**config.mk**
```make
export PLATFORM = sky130hd
export DESIGN_NAME = reg_bus_writer
export DESIGN_NICKNAME = d
export VERILOG_FILES = /design/src/rtl/reg_bus_writer.sv
export SDC_FILE = /design/constraint.sdc
export NUM_CORES = 1
export LEC_CHECK = 0
export CAP_MARGIN = 20
export CORE_MARGIN = 2
export CORE_UTILIZATION = 52
export DETAILED_ROUTE_END_ITERATION = 8
export MAX_ROUTING_LAYER = met4
export PLACE_DENSITY = 0.75
export SYNTH_ARGS = -nofsm -noshare
export SYNTH_HDL_FRONTEND = slang
export SYNTH_SLANG_ARGS = --single-unit
```
**constraint.sdc**
```tcl
create_clock -name clk -period 2.05 [get_ports clk]
set_input_delay 0.41 -clock clk [delete_from_list [all_inputs] [get_ports clk]]
set_output_delay 0.41 -clock clk [all_outputs]
set_load 0.005 [all_outputs]
```
**src/rtl/reg_bus_writer.sv**
```systemverilog
// reg_bus_writer
// Writer side of an octal 3-state register with active-low clock enable and
// active-low clear. Commands (write byte / clear) are queued in a small FIFO
// and replayed on the register pins as a setup / strobe / hold sequence, or
// as a clear pulse of fixed length. All pin outputs are registered.
module reg_bus_writer #(
  parameter int DEPTH      = 4,  // command FIFO entries, power of 2, >= 2
  parameter int SETUP      = 1,  // driven cycles before the strobe
  parameter int HOLD       = 1,  // driven cycles after the strobe
  parameter int CLR_CYCLES = 2   // clear pulse length, >= 1
) (
  input  logic       clk,
  input  logic       rst,
  input  logic       cmd_valid,
  output logic       cmd_ready,
  input  logic       cmd_clr,
  input  logic [7:0] cmd_data,
  output logic [7:0] bus_d,
  output logic       bus_oe,
  output logic       reg_en_n,
  output logic       reg_clr_n,
  output logic       busy,
  output logic       done
);

  localparam int AW = $clog2(DEPTH);
  localparam int CW = 16;
  localparam logic [AW:0] FULL = (AW+1)'(DEPTH);

  typedef enum logic [2:0] {
    S_IDLE,
    S_SETUP,
    S_STROBE,
    S_HOLD,
    S_CLEAR,
    S_DONE
  } state_t;

  // FIFO entry: {clear flag, data byte}
  logic [8:0]    mem [DEPTH];
  logic [AW-1:0] wr_ptr;
  logic [AW-1:0] rd_ptr;
  logic [AW:0]   count;
  logic          push;
  logic          pop;
  logic [8:0]    head;

  state_t        state;
  logic [CW-1:0] cnt;

  // Ready depends only on the stored count (and is held low during reset);
  // a pop in the same cycle does not open a slot early.
  assign cmd_ready = !rst && (count < FULL);
  assign push      = cmd_valid && cmd_ready;
  assign pop       = (state == S_IDLE) && (count != '0);
  assign head      = mem[rd_ptr];
  assign busy      = (state != S_IDLE) || (count != '0);

  // FIFO storage: data path, written on accepted commands only
  always_ff @(posedge clk) begin
    if (push) begin
      mem[wr_ptr] <= {cmd_clr, cmd_data};
    end
  end

  // FIFO pointers and occupancy; pointers wrap naturally at DEPTH
  always_ff @(posedge clk) begin
    if (rst) begin
      wr_ptr <= '0;
      rd_ptr <= '0;
      count  <= '0;
    end else begin
      if (push) begin
        wr_ptr <= wr_ptr + AW'(1);
      end
      if (pop) begin
        rd_ptr <= rd_ptr + AW'(1);
      end
      if (push && !pop) begin
        count <= count + (AW+1)'(1);
      end else if (pop && !push) begin
        count <= count - (AW+1)'(1);
      end
    end
  end

  // Command sequencer; pin outputs are set together with the state they belong to
  always_ff @(posedge clk) begin
    if (rst) begin
      state     <= S_IDLE;
      cnt       <= '0;
      bus_d     <= '0;
      bus_oe    <= 1'b0;
      reg_en_n  <= 1'b1;
      reg_clr_n <= 1'b1;
      done      <= 1'b0;
    end else begin
      done <= 1'b0;
      case (state)
        S_IDLE: begin
          if (pop) begin
            if (head[8]) begin
              // clear: bus stays released for the whole pulse
              state     <= S_CLEAR;
              cnt       <= CW'(CLR_CYCLES - 1);
              reg_clr_n <= 1'b0;
              bus_oe    <= 1'b0;
              bus_d     <= '0;
            end else if (SETUP > 0) begin
              state  <= S_SETUP;
              cnt    <= CW'(SETUP - 1);
              bus_oe <= 1'b1;
              bus_d  <= head[7:0];
            end else begin
              // no setup time: strobe in the first driven cycle
              state    <= S_STROBE;
              bus_oe   <= 1'b1;
              bus_d    <= head[7:0];
              reg_en_n <= 1'b0;
            end
          end
        end

        S_SETUP: begin
          if (cnt == '0) begin
            state    <= S_STROBE;
            reg_en_n <= 1'b0;
          end else begin
            cnt <= cnt - CW'(1);
          end
        end

        S_STROBE: begin
          // the register captures on the edge that closes this cycle
          reg_en_n <= 1'b1;
          if (HOLD > 0) begin
            state <= S_HOLD;
            cnt   <= CW'(HOLD - 1);
          end else begin
            state  <= S_DONE;
            bus_oe <= 1'b0;
            bus_d  <= '0;
            done   <= 1'b1;
          end
        end

        S_HOLD: begin
          if (cnt == '0) begin
            state  <= S_DONE;
            bus_oe <= 1'b0;
            bus_d  <= '0;
            done   <= 1'b1;
          end else begin
            cnt <= cnt - CW'(1);
          end
        end

        S_CLEAR: begin
          if (cnt == '0) begin
            state     <= S_DONE;
            reg_clr_n <= 1'b1;
            done      <= 1'b1;
          end else begin
            cnt <= cnt - CW'(1);
          end
        end

        S_DONE: begin
          state <= S_IDLE;
        end

        default: begin
          state     <= S_IDLE;
          bus_oe    <= 1'b0;
          bus_d     <= '0;
          reg_en_n  <= 1'b1;
          reg_clr_n <= 1'b1;
        end
      endcase
    end
  end

endmodule

```
==> results of run 1 <==
[cells in the mapped netlist (all sizes together), types with 6 or more instances]
cell type / n / area, sq um
nand2: 14 / 52.55
inv: 7 / 26.28
a21oi: 15 / 78.83
xor2: 11 / 96.34
nand2b: 9 / 56.30
dfxtp: 40 / 800.8
and3: 6 / 37.54
clkbuf: 10 / 41.29
or3: 7 / 43.79
o21ai: 9 / 45.04
mux2i: 9 / 90.09
nor2: 31 / 116.4
edfxtp: 36 / 1081
mux4: 9 / 202.7
ha: 6 / 75.07
nor3: 6 / 46.30
[routing by layer]
layer | part of all wire (%) | wire length (um) | up-vias
met5 | 0 | 0 | -
met4 | 1.5 | 95 | 0
met3 | 3.6 | 233 | 7
met2 | 49 | 3197 | 40
met1 | 46 | 2985 | 1165
li1 | - | - | 1152
[flip-flops by register name, indices dropped and copies added, names as in the netlist, named ones only]
register / flops
done: 1
rd_ptr: 2
reg_clr_n: 1
bus_d: 8
mem: 36
reg_en_n: 1
state: 3
cnt: 16
bus_oe: 1
wr_ptr: 2
count: 3
[area by class of cell]
| cell class | instances | area [sq um] |
|---|---|---|
| Clock buffer | 9 | 123.9 |
| Inverter | 7 | 26.28 |
| Sequential cell | 76 | 1896 |
| Clock inverter | 7 | 85.08 |
| Timing Repair Buffer | 62 | 545.5 |
| Multi-Input combinational cell | 182 | 1449 |
| Tap cell | 77 | 96.34 |
| Fill cell | 474 | 2092 |
[metrics by stage]
stage | setup TNS (ns) | total power [W] | setup slack [ns] | instance area (sq um)
6_report | 0 | 0.006011 | 0.1126 | 4222
3_3_place_gp | -0.3414 | 0.004633 | -0.3016 | 3939
4_1_cts | 0 | 0.005962 | 0.0003473 | 4160
5_1_grt | 0 | 0.006446 | 0.002453 | 4222
2_1_floorplan | 0 | 0.003742 | 0.01720 | 3392
3_5_place_dp | -0.4784 | 0.004703 | -0.3790 | 3939
[report_power, final]
part | switching (W) | internal, W
Combinational | 0.00130 | 0.00143
Clock | 0.000622 | 0.000593
Sequential | 0.000216 | 0.00185
Total | 0.00214 | 0.00387
[path summary, 6_finish.rpt]
| kind | slack [ns] | to |
|---|---|---|
| worst max-delay path | 0.11 | count[2] |
| worst min-delay path | 0.47 | reg_clr_n |
| worst max register to register | 0.11 | count[2] |
| worst min register to register | 0.47 | reg_clr_n |
[repair_timing]
action	4_1_cts	5_1_grt
setup endpoints to repair	1	9
setup buffers	0	2
gates resized for setup	3	16
pin swaps	0	4
[worst min-delay path, cell delays in order (launching register included)]
cell	delay, ns
dfxtp_1	0.32
o21ai_0	0.07
nand2_1	0.05
[cells by family (layout without fill, tap and decap cells)]
group / Yosys count / after routing / synth area share [%]
muxes: 19 / 19 / 9.118
DFF: 76 / 76 / 55.75
and+or+nand+nor: 95 / 95 / 16.12
xor gates and xnor gates: 13 / 13 / 3.373
buffers and inverters: 21 / 85 / 2.965
adders and majority gates: 7 / 7 / 2.817
AOI/OAI and AO/OA: 48 / 48 / 9.859
==> metrics.yaml, run 1 <==
drt-total-wl_mm: 6.511
ys_ff_latch: 76
drc_errors: 0
worstHoldStart: "reg_clr_n"
grtUsageMet1_pct: 26.25
hold_viol: 0
worstPathMaxFanout: 2
fin_crit_ns: 1.937
yosys_warnings: 0
syn_nets: 298
max_cap_viol_count: 0
cp_cell_sequence: "clkdlybuf4s50_1 -> and2_1 -> ha_2 -> inv_1 -> fa_1 -> xor2_1 -> or3_1 -> a21oi_1"
drv_slew: 0
rsz0062_at_grt: "false"
startpoint: "cmd_valid"
skew_ns: 0.01251
dieHeight_um: 84.57
cts_made_buffers: 9
grt_use_met2_pct: 30.99
rr_startpoint: "count[1]"
min_path_cells: 2
synth_cell_type_count: 53
critPathBufInv: 2
cts_root_buf: "clkbuf_8"
dieArea_sq_mm: 0.007152
syn_inst: 279
synth_edf_count: 36
ys_async_sr_fraction_pct: 0
drive_gt1_share_pct: 25.36
grt_pass1_wl_mm: 11.05
cpPeakStageDelay_ns: 0.47
cts_buffer_depth: 2
drtIter0Drc: 77
path_delay_family: "adder cells"
rows: 29
cellPowerDensity_mw_per_mm2: 1424
clk_pin_slew_worst_paths_ns: 0.09
fp.dieW_um: 84.57
initial_core_util_pct: 53.47
mostFrequentLayoutCells: "edfxtp_1 (36), buf_4 (36), dfxtp_1 (35)"
numPlacedInstances: 402
dr_total_vias: 2364
postCtsHoldBufs: 0
crit_slowest_cell: "clkdlybuf4s50_1"
run_status: "finished clean"
use_met3_pct: 5.408
grt_overflow: 0
viasPerCell: 5.629
grt_start_max_net_pins: 29
antenna_cells: 0
grt_usage_pct: 20.28
routabilityCongestion: 0.8396
core_area_sq_mm: 0.006314
ys.flop_type: "dfxtp_1"
ioPinCount: 26
drt_pre_antenna_iters: 4
clkLatencyLatePin_ns: 0.35
tightestPinTransition_ns: 0.3929
crit_cells: 8
max_freq_ghz: 0.5162
grt_pass1_vias: 2342
slew_headroom_pct: 73.74
portBuffers: 25
startpoint_type: "input port"
routedWlPerCell_um: 15.50
ir_worst_vdd_v: 0.0006841
final_nets: 357
postLayoutCoreUtil_pct: 66.86
end_kind: "flop"
hold_class: "reg -> reg"
layoutNonFillerInstCount: 420
htreeDepth: 3
cts.sinks: 76
synth_area_sq_mm: 0.003376
fin_crit_sh_pct: 94.51
ys_seq_area_share_pct: 55.74
reg2reg_depth: 9
grt-busiest-layer: "met2"
antenna_found_initial: 0
leakage_nw: 1.603
path_class: "in -> reg"
setup_viol: 0
cp.required_ns: 2.33
ant_nets: 0
avgSynthCellArea_sq_um: 12.10
fin_hold_ws_ns: 0.4729
cts_tree: "yes"
critPathArrivalTime_ns: 2.22
areaGrowthSynthToFinish_pct: 25.06
dp_hpwl_mm: 4.373
Note: power is estimated with default switching activity, not from simulation.
==> run 2, diff against run 1 <==
ABC_AREA = 1   (was unset)
CORE_UTILIZATION = 53   (was 52)
PLACE_DENSITY = 0.76   (was 0.75)
==> run 2 against run 1 <==
Non-clock buffer count down 19. Synthesized area up 12%. Largest power group unchanged. Worst hold slack worse by 0.012 ns. Synthesized cell count up 69%. Total power up 16%.
==> metrics.yaml, run 2 <==
power.switching_w: 0.003139  # +47%
clkPwrFrac_pct: 16.5  # -3.7 points
hold_class: "reg -> reg"
cts_buffer_depth: 2  # unchanged
fin_crit_ns: 1.911  # -0.02598 ns
areaGrowthSynthToFinish_pct: 17.63
drt_pre_antenna_iters: 6  # +2
htreeDepth: 3  # unchanged
max_cap_viol_count: 0  # unchanged
dp_hpwl_mm: 5.307  # +21%
routabilityCongestion: 0.8597  # +2.4%
layoutNonFillerInstCount: 617  # +47%
viasPerCell: 4.977  # -12%
setup_viol: 0  # unchanged
fp.dieW_um: 88.41  # +4.5%
grt_usage_pct: 21.78  # +1.5 points
run_status: "finished clean"
grt_overflow: 0  # unchanged
portBuffers: 25  # unchanged
leakage_nw: 2.016  # +26%
synth_area_sq_mm: 0.003776  # +12%
routedWlPerCell_um: 11.98  # -23%
cts_root_buf: "clkbuf_8"
rsz0062_at_grt: "true"
synth_edf_count: 36  # unchanged
fillers: 606  # +28%
synth_most_common_cell: "nand2_1"
ys_async_sr_fraction_pct: 0  # unchanged
setup_ws_ns: 0.1386  # +0.02598 ns
ant_nets: 0  # unchanged
drv_slew: 0  # unchanged
end_kind: "flop"
antenna_found_initial: 0  # unchanged
dr_total_vias: 3071  # +30%
max_freq_ghz: 0.5232  # +1.4%
drt-total-wl_mm: 7.391  # +14%
skew_ns: 0.01116  # -0.001353 ns
rows: 30  # +3.4%
largest_reg_flops: 36  # unchanged
synth_commonest_cells: "nand2_1 (122), inv_1 (79), nor2_1 (51)"
worstPathMaxFanout: 5  # +3
p_int_w: 0.003820  # -1.3%
tightestPinTransition_ns: 0.4316  # +0.03874 ns
cts_made_buffers: 9  # unchanged
ys_ff_latch: 76  # unchanged
syn_inst: 472  # +69%
drive_gt1_share_pct: 13.63  # -12 points
drtIter0Drc: 169  # +120%
antenna_cells: 0  # unchanged
syn_nets: 491  # +65%
grt_pass1_vias: 2861  # +22%
hold_viol: 0  # unchanged
yosys_warnings: 0  # unchanged
drc_errors: 0  # unchanged
numPlacedInstances: 600  # +49%
synth_top_cell_by_area: "edfxtp_1"
postLayoutCoreUtil_pct: 65.02  # -1.8 points
fin_hold_ws_ns: 0.4613  # -0.01161 ns
cts.sinks: 76  # unchanged
seqPwrFrac_pct: 30.0  # -4.4 points
top_register: "mem"
combPwrFrac_pct: 53.6  # +8.2 points
synth_top_area_share_pct: 28.63  # -3.4 points
dieArea_sq_mm: 0.007816  # +9.3%
mostFrequentLayoutCell: "nand2_1"
final_nets: 535  # +50%
startpoint_type: "flop"
avgSynthCellArea_sq_um: 8.000  # -34%
slew_headroom_pct: 71.13  # -2.6 points
critPathArrivalTime_ns: 2.13  # -0.09 ns
dieHeight_um: 88.41  # +4.5%
synth_cell_type_count: 33  # -38%
ys.flop_type: "dfxtp_1"
clk_pin_slew_worst_paths_ns: 0.09  # about the same
fin_crit_sh_pct: 93.24  # -1.3 points
ys_seq_area_share_pct: 49.83  # -5.9 points
cts_tree: "yes"
reg.largest.list: "mem (36), cnt (16), bus_d (8)"
pre_cts_slack_ns: -0.3196  # +0.05935 ns
ioPinCount: 26  # unchanged
mostFrequentLayoutCells: "nand2_1 (122), inv_1 (79), nor2_1 (50)"
path_class: "reg -> reg"
grt_pass1_wl_mm: 12.67  # +15%
ir_worst_vdd_v: 0.0006777  # -0.94%
initial_core_util_pct: 55.27  # +1.8 points
cp.required_ns: 2.27  # -0.06 ns
yosys-top-cells-area: "edfxtp_1 (29%), dfxtp_1 (21%), nand2_1 (12%)"
swShare_pct: 45.10  # +9.5 points
core_area_sq_mm: 0.006832  # +8.2%
clkLatencyLatePin_ns: 0.34  # about the same
cellPowerDensity_mw_per_mm2: 1567  # +10%
grt_start_max_net_pins: 24  # -17%
==> run 2: changes by cell type after synthesis, moves of 7 or more <==
cell	before	now
nor2_1	31	51
nand2_1	14	122
mux4_2	9	0
inv_1	7	79
mux2i_1	9	0
or3_1	7	0
nand2b_1	9	0
nand3_1	3	42
a21oi_1	14	27
==> run 2: layer usage <==
| metal | GRT usage [%] | wire [um] |
|---|---|---|
| met2 | 36.23 | 3701 |
| met1 | 25.57 | 3238 |
| met3 | 5.970 | 339 |
| met5 | - | 0 |
| met4 | 7.300 | 112 |
==> run 2: path summary, 6_finish.rpt <==
check | endpoint | startpoint | cells past startpoint | slack [ns]
worst min-delay path | bus_oe | bus_oe | 2 | 0.46
worst max-delay path | count[2] | state[2] | 11 | 0.14
worst min register to register | bus_oe | bus_oe | 2 | 0.46
worst max register to register | count[2] | state[2] | 11 | 0.14
==> run 2: cell type report <==
| class | instances | area (sq um) | area share [%] |
|---|---|---|---|
| flip-flops and latches | 76 | 1889 | 42.54 |
| inverters | 84 | 317.8 | 7.155 |
| repair buffers | 43 | 386.6 | 8.704 |
| clock inverters | 6 | 70.07 | 1.577 |
| multi-input cells | 302 | 1530 | 34.45 |
| clock buffers | 10 | 127.6 | 2.873 |
| well taps | 96 | 120.1 | 2.704 |
==> run 2: repair_timing <==
action                                  CTS  global route
pin swaps                                 1             0
hold buffers                              0             0
gates resized for setup                   5             6
buffers inserted                          1             0
endpoints found under the setup margin    2             7
==> run 2: per-stage QoR <==
stage | total power, W | cell area (sq um) | TNS, ns
after floorplan | 0.004878 | 3776 | 0
after global routing | 0.007616 | 4442 | -0.04027
after CTS | 0.006961 | 4425 | 0
after global placement | 0.005640 | 4215 | -0.3271
after detailed placement | 0.005764 | 4215 | -0.4726
final | 0.006959 | 4442 | 0
==> run 2: cells by family after synthesis <==
| kind of cell | after synthesis | synth area share (%) |
|---|---|---|
| compound gates | 39 | 5.268 |
| xor+xnor | 6 | 1.392 |
| fa+ha+maj | 7 | 2.518 |
| simple gates | 250 | 31.01 |
| buf+inv | 94 | 9.973 |
| flops | 76 | 49.83 |
==> run 2: worst max-delay path, stage by stage, from the launching register on <==
cell	delay [ns]
dfxtp_2	0.37
inv_2	0.08
nand2_4	0.11
inv_1	0.08
nand2_1	0.10
ha_1	0.15
inv_1	0.06
fa_1	0.37
a21oi_1	0.14
o21ai_0	0.11
xor2_1	0.15
nor2_1	0.06
==> run 2: power groups by stage <==
stage          Clock, W  Combinational (W)  Sequential (W)
3_5_place_dp          0            0.00366         0.00211
6_report        0.00115            0.00373         0.00209
3_3_place_gp          0            0.00355         0.00209
4_1_cts         0.00117            0.00371         0.00208
2_1_floorplan         0            0.00280         0.00208
5_1_grt         0.00124            0.00425         0.00212
==> run 3, diff against run 2 <==
ABC_AREA = 0   (was 1)
CORE_UTILIZATION = 52   (was 53)
PLACE_DENSITY = 0.83   (was 0.76)
==> run 3 against run 2 <==
Sequential cell count did not move. Core utilization grew 1.2 points. Via count shrank 22%. Die area decreased by 8.5%. Critical path type unchanged. Critical endpoint unchanged.
==> metrics.yaml, run 3 (synthesis gave the netlist of run 1 again) <==
max_freq_ghz: 0.5031  # -3.8%
max_cap_viol_count: 0  # unchanged
routedWlPerCell_um: 16.06  # +34%
final_nets: 353  # -34%
cpMostUsedCell: "inv_2"
fin_setup_tns_ns: 0  # unchanged
drv_slew: 0  # unchanged
crit_slowest_cell: "or3_1"
grt_usage_pct: 19.51  # -2.3 points
cts_tree: "yes"
layoutNonFillerInstCount: 416  # -33%
portBuffers: 25  # unchanged
cp.required_ns: 2.33  # +0.06 ns
grt_start_max_net_pins: 29  # +21%
swShare_pct: 37.31  # -7.8 points
grt_pass1_vias: 2296  # -20%
setup_viol: 0  # unchanged
cts_buffer_depth: 2  # unchanged
drtIter0Drc: 127  # -25%
run_status: "finished clean"
startpoint_type: "flop"
min_path_cells: 2  # unchanged
rsz0062_at_grt: "true"
mostFrequentLayoutCell: "dfxtp_1"
clk_pin_slew_worst_paths_ns: 0.08  # about the same
clkLatencyLatePin_ns: 0.35  # about the same
drt_pre_antenna_iters: 5  # -1
hold_class: "reg -> reg"
reg2reg_depth: 9  # -2
combPwrFrac_pct: 47.6  # -6.0 points
cp_cell_sequence: "nor3_4 -> nor2_4 -> inv_2 -> ha_4 -> inv_2 -> fa_2 -> xor2_2 -> or3_1 -> a21oi_2"
finalPower_w: 0.005870  # -16%
clkPwrFrac_pct: 17.8  # +1.3 points
cellPowerDensity_mw_per_mm2: 1404  # -10%
cts.sinks: 76  # unchanged
dr_total_vias: 2409  # -22%
min_to: "reg_clr_n"
fin_crit_ns: 1.988  # +0.07615 ns
grt_overflow: 0  # unchanged
grt_pass1_wl_mm: 10.63  # -16%
dp_hpwl_mm: 4.424  # -17%
p_int_w: 0.003680  # -3.7%
reg.largest.list: "mem (36), cnt (16), bus_d (8)"
largest_reg_flops: 36  # unchanged
end_kind: "flop"
power.switching_w: 0.002190  # -30%
ioPinCount: 26  # unchanged
critPathBufInv: 2  # -1
fp.dieW_um: 84.57  # -4.3%
viasPerCell: 5.791  # +16%
areaGrowthSynthToFinish_pct: 23.83
worstHoldStart: "reg_clr_n"
fin_area_sq_mm: 0.004180  # -5.9%
drt-total-wl_mm: 6.680  # -9.6%
seqPwrFrac_pct: 34.6  # +4.6 points
antenna_found_initial: 0  # unchanged
routabilityCongestion: 0.8310  # -3.3%
cpPeakStageDelay_ns: 0.38  # about the same
slew_headroom_pct: 75.42  # +4.3 points
htreeDepth: 3  # unchanged
r2r_slack_ns: 0.06  # -0.08 ns
mostFrequentLayoutCells: "dfxtp_1 (37), edfxtp_1 (36), buf_4 (32)"
dieHeight_um: 84.57  # -4.3%
postCtsHoldBufs: 0  # unchanged
skew_ns: 0.01153  # +0.0003768 ns
antenna_cells: 0  # unchanged
hold_viol: 0  # unchanged
fin_crit_sh_pct: 96.95  # +3.7 points
path_class: "reg -> reg"
numPlacedInstances: 397  # -34%
tightestPinTransition_ns: 0.3594  # -0.07221 ns
initial_core_util_pct: 53.47  # -1.8 points
top_register: "mem"
worstPathMaxFanout: 4  # -1
placed_area_sq_mm: 0.003889  # -7.7%
ant_nets: 0  # unchanged
rr_startpoint: "count[1]"
ir_worst_vdd_v: 0.0009966  # +47%
rows: 29  # -3.3%
drc_errors: 0  # unchanged
drive_gt1_share_pct: 25.37  # +12 points
dieArea_sq_mm: 0.007152  # -8.5%
worst_r2r_endpoint: "count[2]"
path_delay_family: "simple AND/OR/NAND/NOR gates"
cts_made_buffers: 9  # unchanged
leakage_nw: 1.564  # -22%
critPathArrivalTime_ns: 2.27  # +0.14 ns
cts_root_buf: "clkbuf_8"
core_area_sq_mm: 0.006314  # -7.6%
==> run 3: cell count changes in the layout (fill, tap and decap cells not counted), sizes merged, moves of 12 or more <==
cell | previous run | this run
a21oi | 27 | 15
nand2 | 131 | 14
buf | 18 | 33
inv | 85 | 10
nor2 | 60 | 31
nand3 | 49 | 4
==> run 3: metal layers <==
layer / up-vias / track usage (%) / part of all wire [%]
met2: 64 / 32.07 / 52
met3: 8 / 4.720 / 4.2
met4: 0 / 6.494 / 1.5
li1: 1145 / - / -
met5: - / - / 0
met1: 1192 / 23.74 / 42
==> run 3: how the worst max path moves through the flow <==
| stage | startpoint | end | slack, ns | cells past startpoint |
|---|---|---|---|---|
| after global routing | count[1] | count[2] | -0.04 | 9 |
| after global placement | rst | count[2] | -0.30 | 9 |
| final | count[1] | count[2] | 0.06 | 9 |
| after CTS | count[1] | busy | 0.01 | 4 |
| after floorplan | state[0] | count[2] | 0.02 | 10 |
| after detailed placement | rst | count[2] | -0.38 | 9 |
==> run 3: layout make-up <==
class                           instances  area (sq um)
Sequential cell                        76          1888
Clock buffer                            9         123.9
Clock inverter                          7         58.81
Tap cell                               77         96.34
Fill cell                             467          2133
Multi-Input combinational cell        182          1484
Timing Repair Buffer                   58         503.0
Inverter                                7         26.28
==> run 3: stage by stage <==
stage / setup slack, ns / hold slack (ns) / utilization (%)
finish: 0.06248 / 0.4643 / 66.21
global route: -0.03940 / 0.4980 / 66.21
CTS: 0.01487 / 0.4620 / 64.55
detailed placement: -0.3753 / 0.4522 / 61.59
global placement: -0.3031 / 0.4462 / 61.59
floorplan: 0.01720 / 0.4525 / -
==> run 3: worst register-to-register path, delay by kind of cell, from the launching register on <==
kind,cells,cell delay [ns]
compound gates,1,0.11
xor+xnor,1,0.15
fa+ha+maj,2,0.49
buf+inv,2,0.11
flops,1,0.37
simple gates,3,0.70
==> run 3: power groups by stage <==
stage                     clock network [W]  registers (W)  logic, W
after detailed placement                  0        0.00205   0.00253
after global placement                    0        0.00203   0.00245
after global routing                0.00113        0.00206   0.00306
after CTS                           0.00106        0.00202   0.00257
after floorplan                           0        0.00204   0.00171
final                               0.00105        0.00203   0.00279
==> run 3: timing repair <==
action / CTS / global route
cloned: 0 / 0
gates resized for setup: 2 / 22
setup buffers: 0 / 4
setup endpoints to repair: 2 / 17
pin swaps: 0 / 8
